File: config.mk
export PLATFORM = sky130hd
export DESIGN_NAME = evenzeroes_struct_imp
export DESIGN_NICKNAME = d
export VERILOG_FILES = /design/src/rtl/evenzeroes_struct_imp.sv
export SDC_FILE = /design/constraint.sdc
export NUM_CORES = 1
export LEC_CHECK = 0
export ABC_AREA = 1
export ABC_CLOCK_PERIOD_IN_PS = 1400
export BUFFER_PORTS_ARGS = -buffer_cell sky130_fd_sc_hd__buf_2
export CAP_MARGIN = 20
export CORE_MARGIN = 1
export CORE_UTILIZATION = 41
export CTS_BUF_LIST = sky130_fd_sc_hd__clkbuf_8
export CTS_CLUSTER_DIAMETER = 60
export DETAILED_ROUTE_END_ITERATION = 12
export GPL_ROUTABILITY_DRIVEN = 0
export HOLD_SLACK_MARGIN = 0.05
export PLACE_DENSITY_LB_ADDON = 0.05
export SETUP_SLACK_MARGIN = 0.4
export SLEW_MARGIN = 20
export SYNTH_ARGS = -nofsm -noshare
export SYNTH_HDL_FRONTEND = slang
export SYNTH_SLANG_ARGS = --single-unit
File: constraint.sdc
create_clock -name clk -period 1.4 [get_ports clk]
set_input_delay 0.14 -clock clk [delete_from_list [all_inputs] [get_ports clk]]
set_output_delay 0.14 -clock clk [all_outputs]
set_load 0.02 [all_outputs]
File: src/rtl/evenzeroes_struct_imp.sv
// Clocked dual-rail "even zeroes" parity tracker: four-phase RTZ handshake on
// {bit1,bit0}, answering each token with the running zero-count parity on {parity1,parity0}.

module evenzeroes_struct_imp_sync #(
    parameter int SYNC_STAGES = 2
) (
    input  logic clk,
    input  logic rst_n,
    input  logic d,
    output logic q
);
    logic [SYNC_STAGES-1:0] ff;

    always_ff @(posedge clk or negedge rst_n) begin
        if (!rst_n) ff <= '0;
        else        ff <= {ff[SYNC_STAGES-2:0], d};
    end

    assign q = ff[SYNC_STAGES-1];
endmodule

module evenzeroes_struct_imp #(
    parameter int SYNC_STAGES = 2
) (
    input  logic clk,
    input  logic rst_n,
    input  logic bit0,
    input  logic bit1,
    output logic parity0,
    output logic parity1
);
    localparam int STAGES = SYNC_STAGES - 1;

    typedef enum logic [1:0] {
        WAIT_NULL = 2'd0,
        IDLE      = 2'd1,
        ACK       = 2'd2,
        RELEASE   = 2'd3
    } state_t;

    state_t      state;
    logic        zp;
    logic [1:0]  rails_s;
    logic [STAGES:0] vld_pipe;

    evenzeroes_struct_imp_sync #(.SYNC_STAGES(SYNC_STAGES)) u_sync [1:0] (
        .clk   (clk),
        .rst_n (rst_n),
        .d     ({bit1, bit0}),
        .q     (rails_s)
    );

    // Synchronizers come out of reset holding 00, which would look like a NULL
    // spacer; trust them only once they have filled with real samples.
    always_ff @(posedge clk or negedge rst_n) begin
        if (!rst_n) vld_pipe <= '0;
        else        vld_pipe <= {vld_pipe[STAGES-1:0], 1'b1};
    end

    always_ff @(posedge clk or negedge rst_n) begin
        if (!rst_n) begin
            state   <= WAIT_NULL;
            zp      <= 1'b0;
            parity0 <= 1'b0;
            parity1 <= 1'b0;
        end else begin
            case (state)
                WAIT_NULL: begin
                    if (vld_pipe[STAGES] && rails_s == 2'b00) state <= IDLE;
                end
                IDLE: begin
                    // Outputs decoded from the post-update parity so they appear with the state change
                    case (rails_s)
                        2'b01: begin
                            zp      <= ~zp;
                            parity0 <= zp;
                            parity1 <= ~zp;
                            state   <= ACK;
                        end
                        2'b10: begin
                            parity0 <= ~zp;
                            parity1 <= zp;
                            state   <= ACK;
                        end
                        default: state <= IDLE;
                    endcase
                end
                ACK: begin
                    if (rails_s == 2'b00) begin
                        parity0 <= 1'b0;
                        parity1 <= 1'b0;
                        state   <= RELEASE;
                    end
                end
                RELEASE: state <= IDLE;
                default: begin
                    parity0 <= 1'b0;
                    parity1 <= 1'b0;
                    state   <= WAIT_NULL;
                end
            endcase
        end
    end
endmodule

## Word-level counts from Yosys, hierarchy flattened

Index checks and enable logic that the tools add are counted.

- Register bits after elaboration: 11
- Bits in latches: 0
- Memory bits (writable): 0
- Memory bits (read-only): 0
- Memories: 0

- $add $sub $neg: 0
- Multipliers: 0
- Div/mod/pow operators: 0
- $lt $le $gt $ge: 0
- Equality and inequality tests: 8
- Shift operators: 0
- Muxes and demuxes: 9
- Bitwise logic cells: 1
- Reduce and logical (&&, ||, !) cells: 8

Operator list:

| operator | count |
|---|---|
| one-hot mux 1 bit (2 select lines) | 4 |
| one-hot mux 2 bit (4 select lines) | 1 |
| equality test 2 bit, second input constant | 3 |
| two-way mux 2 bit | 3 |
| equality test 2 x 1 -> 1 bit, second input constant | 2 |
| zero test 2 bit | 2 |
| != test 2 bit, second input constant | 2 |
| AND reduction 2 bit | 2 |
| != test 3 bit, second input constant | 1 |
| AND reduction 3 bit | 1 |
| nonzero test 2 bit | 1 |
| OR reduction 2 bit | 1 |
| logical AND 1 bit | 1 |
| two-way mux 1 bit | 1 |
| NOT 1 bit | 1 |

## Depth between registers and ports, before layout

- Depth after elaboration: 4
- Mapped depth: 8
- Gate-level depth less buffers: 8

## Cells and area by module

A second synthesis with hierarchy kept.

- Cell total of the unflattened synthesis: 65
- Area total of the unflattened synthesis: 569.3 µm²

By module, submodules not included:

| module | times used | cells an instance | area an instance (µm²) |
|---|---|---|---|
| evenzeroes_struct_imp | 1 | 61 | 469.2 |
| evenzeroes_struct_imp_sync | 2 | 2 | 50.0 |

## Worst setup path before layout

No wires, ideal clock.

- Kind: flip-flop to flip-flop
- From: reg u_sync[0].ff[1]
- To: reg parity0
- Library setup time: 0.117 ns
- Arrival: 0.968 ns
- Setup slack: 0.315 ns
- Stages on the path, launching flop included: 7
- Path through: dfrtp_1 -> inv_1 -> ha_1 -> nand2_1 -> nand2_2 -> nand3_1 -> nand2_1

- Word-level cells in the longest chain between the ends: 3
- Elaborated cells on any way between the ends: 8

RTL lines:

| item | line | RTL |
|---|---|---|
| from (decl) | 12 | `logic [SYNC_STAGES-1:0] ff;` |
| from (signal assigned) | 16 | `else ff <= {ff[SYNC_STAGES-2:0], d};` |
| equality test 2 bit, or another cell as far along | 73 | `case (rails_s)` |
| one-hot mux 1 bit (2 select lines), or another cell as far along | 73 |  |
| one-hot mux 1 bit (2 select lines) / AND reduction 3 bit (equally long branches) | n/a |  |
| to (signal assigned) | 76 | `parity0 <= zp;` |
| to (signal assigned) | 81 | `parity0 <= ~zp;` |
| to (decl) | 29 | `output logic parity0,` |

Parallel ways exist; a longest one is shown, timed or not.
A chain may end at the register's enable or synchronous reset.

## Final worst setup path

- From: reg state[1]
- To: reg parity1

- Word-level cells in the longest chain between the ends: 3
- Elaborated cells on any way between the ends: 7

RTL lines:

| item | line | RTL |
|---|---|---|
| from (decl) | 41 | `state_t state;` |
| from (signal assigned) | 62 | `state <= WAIT_NULL;` |
| from (signal assigned) | 69 | `if (vld_pipe[STAGES] && rails_s == 2'b00) state <= IDLE;` |
| from (signal assigned) | 78 | `state <= ACK;` |
| equality test 2 x 1 -> 1 bit / equality test 2 bit (equally long branches) | 67 | `case (state)` |
| != test 3 bit (no source line), or another cell as far along | n/a |  |
| AND reduction 3 bit (no source line) | n/a |  |
| to (signal assigned) | 77 | `parity1 <= ~zp;` |
| to (signal assigned) | 82 | `parity1 <= zp;` |
| to (decl) | 30 | `output logic parity1` |

Parallel ways exist; a longest one is shown, timed or not.

==> impl_results.md <==
- Fraction of registers with async set/reset: 100%
- Drt pass-1 iters: 2
- Top cells by area, synth: dfrtp_1 48%, ha_1 18%, nand2_1 16%, inv_1 7.3%, nand2_2 3.3%
- Multiplexer share of the synthesized area: 0%
- Ports: 6
- Inserted Diodes: 0
- Total gr overflow: 0
- WP data required: 1.53 ns
- Post-Synth XOR/XNOR Area: 1.54%
- Synth top area share: 48.4%
- CTS H-tree lvls: 1
- EDFF count, synth: 0
- Max-slew violations: 0
- Clock Latency Late Sink: 0.24 ns
- Final WL: 949 µm
- FF-to-FF setup slack: 0.26 ns
- CTS tree: built
- Worst R2R Path Depth: 7
- Core ar.: 0.00130 mm²
- Syn-to-layout area delta: 44.4%
- GRT Total Usage: 14.2%
- Yosys warnings: 0
- 1st-iter DRT viols: 3
- Mapped Area: 569 µm²
- Synthesis-stage register bit count: 11
- Fillers: 106
- Startpoint Class: flop
- Total CTS buffers: 3
- CP Capture Type: flop
- Status: completed
- Syn_area_per_cell: 8.76 µm²
- PD cells: 1980 mW/mm²
- Crit path arrival time: 1.28 ns
- Synth Instances: 65
- Die height: 39.3 µm
- First-pass GRT wire length: 1.37 mm
- Critical path peak fanout: 4
- Clock skew: 0.00727 ns
- Row count: 13
- Nets: 91
- Tmin final: 1.14 ns
- Yosys cell types: 10
- Max-cap violations: 0
- Pin count of the biggest net entering global routing: 12
- Clk root buf: clkbuf_8
- Max VDD drop: 0.816 mV
- Sequential fraction of the synthesis area: 48.4%
- Hold slack: 0.300 ns
- Setup CP Type: reg2reg
- Leak: 0.000417 µW
- Starting density of the core: 43.8%
- Synth cell count leaders: 25 x nand2_1, 11 x dfrtp_1, 11 x inv_1
- Post-DRT Antenna Nets: 0
- Main combinational cell family by area after synthesis: simple AND/OR/NAND/NOR gates
- Count leader, synth: nand2_1
- Via count: 405
- Die area: 0.00154 mm²
- Fin crit share: 81.7%
- Die extent in x: 39.3 µm
- Layout cells sized above 1: 43.6%
- Drt drc: 0
- Number of global-route vias before repair: 322
- Register area: 278 µm²
- Top FF cell, synth: dfrtp_1
- Initial antenna violation count: 0
- TNS Setup: 0 ns
- Footprint of the multi-input gates: 354 µm²
- RSZ-0062 raised after global routing: yes
- Setup-failing EPs final: 0
- Synth Area in Adders: 17.6%
- # port buffers: 5
- Syn Nets: 77
- Clock buffer depth: 2
- Vias/cell: 4.35
- Hold Fails Final Rpt: 0
- Post-synthesis compound-gate area fraction: 1.54%
- Launch point of the worst reg-to-reg path: state[1]
- Clock-pin slew on the worst setup and hold paths: 0.06 ns
- Max Freq: 874 MHz
- Hold Crit Class: in2async
- Post-DP HPWL: 630 µm
- Reg-to-Reg End: parity1
- Per-cell routed wire length: 10.2 µm
- Area leader, netlist: dfrtp_1
- CTS sink count: 11
- Simple-Gate Fraction of Synth Area: 22.4%
-- cell type report --
type | instances | share of cell area, %
Clock buffer | 3 | 5.02
Clock inverter | 1 | 0.609
Inverter | 12 | 6.09
Multi-Input combinational cell | 42 | 43.1
Sequential cell | 11 | 33.8
Tap cell | 15 | 2.28
Timing Repair Buffer | 9 | 9.13
-- placed cells by master, fill, tap and decap left out --
master,instances
inv_2,4
dfrtp_2,2
dfrtp_1,9
dlygate4sd3_1,3
nand2_2,4
xor2_1,1
clkbuf_8,3
buf_2,5
nand3_1,1
buf_12,1
nand2_1,20
conb_1,1
a21oi_2,1
nand3_2,2
inv_4,2
clkinv_2,1
ha_1,3
nand2_4,4
inv_1,6
ha_4,5
-- what timing repair did --
item	CTS	global route
gates resized for setup	10	14
hold buffers	3	0
cloned	0	0
setup buffers	0	1
hold endpoints to repair	13	0
pin swaps	0	7
setup endpoints to repair	5	5
-- worst max-delay path, cell delays in order (launching register included) --
cell and delay (ns):
dfrtp_2 0.47, inv_4 0.11, ha_4 0.15, inv_2 0.03, nand2_2 0.07, nand2_4 0.06, nand3_1 0.09, nand2_1 0.06
-- metal layers --
metal	vias to the layer above	part of all wire [%]	GRT usage, %
li1	214	-	-
met1	184	47	19.0
met3	0	3.9	8.52
met2	7	49	19.6
met4	0	0	2.59
met5	-	0	0
-- state kept, by name (all words and copies together), names as in the netlist --
| name | cells |
|---|---|
| zp | 1 |
| vld_pipe | 2 |
| parity0 | 1 |
| u_sync.ff | 4 |
| state | 2 |
| parity1 | 1 |
-- worst max path at each step --
stage,from,to,slack [ns]
2_1_floorplan,u_sync[1].ff[1],parity0,0.35
3_3_place_gp,state[1],parity0,0.27
3_5_place_dp,u_sync[0].ff[1],parity0,0.26
4_1_cts,state[0],state[1],0.29
5_1_grt,state[1],state[1],0.20
6_report,state[1],parity1,0.26
-- cell families (layout without fill, tap and decap cells) --
group / count (synthesis) / count (layout)
AND/OR/NAND/NOR: 31 / 31
buffers and inverters: 12 / 25
flip-flops: 11 / 11
adder cells (fa/ha/maj): 8 / 8
other: 1 / 1
AO/OA/AOI/OAI: 1 / 1
XOR/XNOR: 1 / 1
-- stage by stage --
stage / setup WS [ns] / util [%] / cells / total power (µW) / area, µm²
6_report: 0.256 / 63.2 / 93 / 1630 / 822
5_1_grt: 0.202 / 63.2 / 93 / 1780 / 822
4_1_cts: 0.291 / 56.8 / 92 / 1430 / 739
3_5_place_dp: 0.257 / 47.5 / 85 / 1020 / 618
3_3_place_gp: 0.265 / 47.5 / 85 / 1030 / 618
2_1_floorplan: 0.347 / - / 65 / 902 / 574
-- power breakdown --
part / switching, µW / total, µW / leakage (µW) / internal, µW
logic: 454 / 806 / 0.000262 / 352
registers: 94.4 / 503 / 0.000129 / 408
clock network: 125 / 321 / 0.0000255 / 196
(Power assumes the default switching activity.)
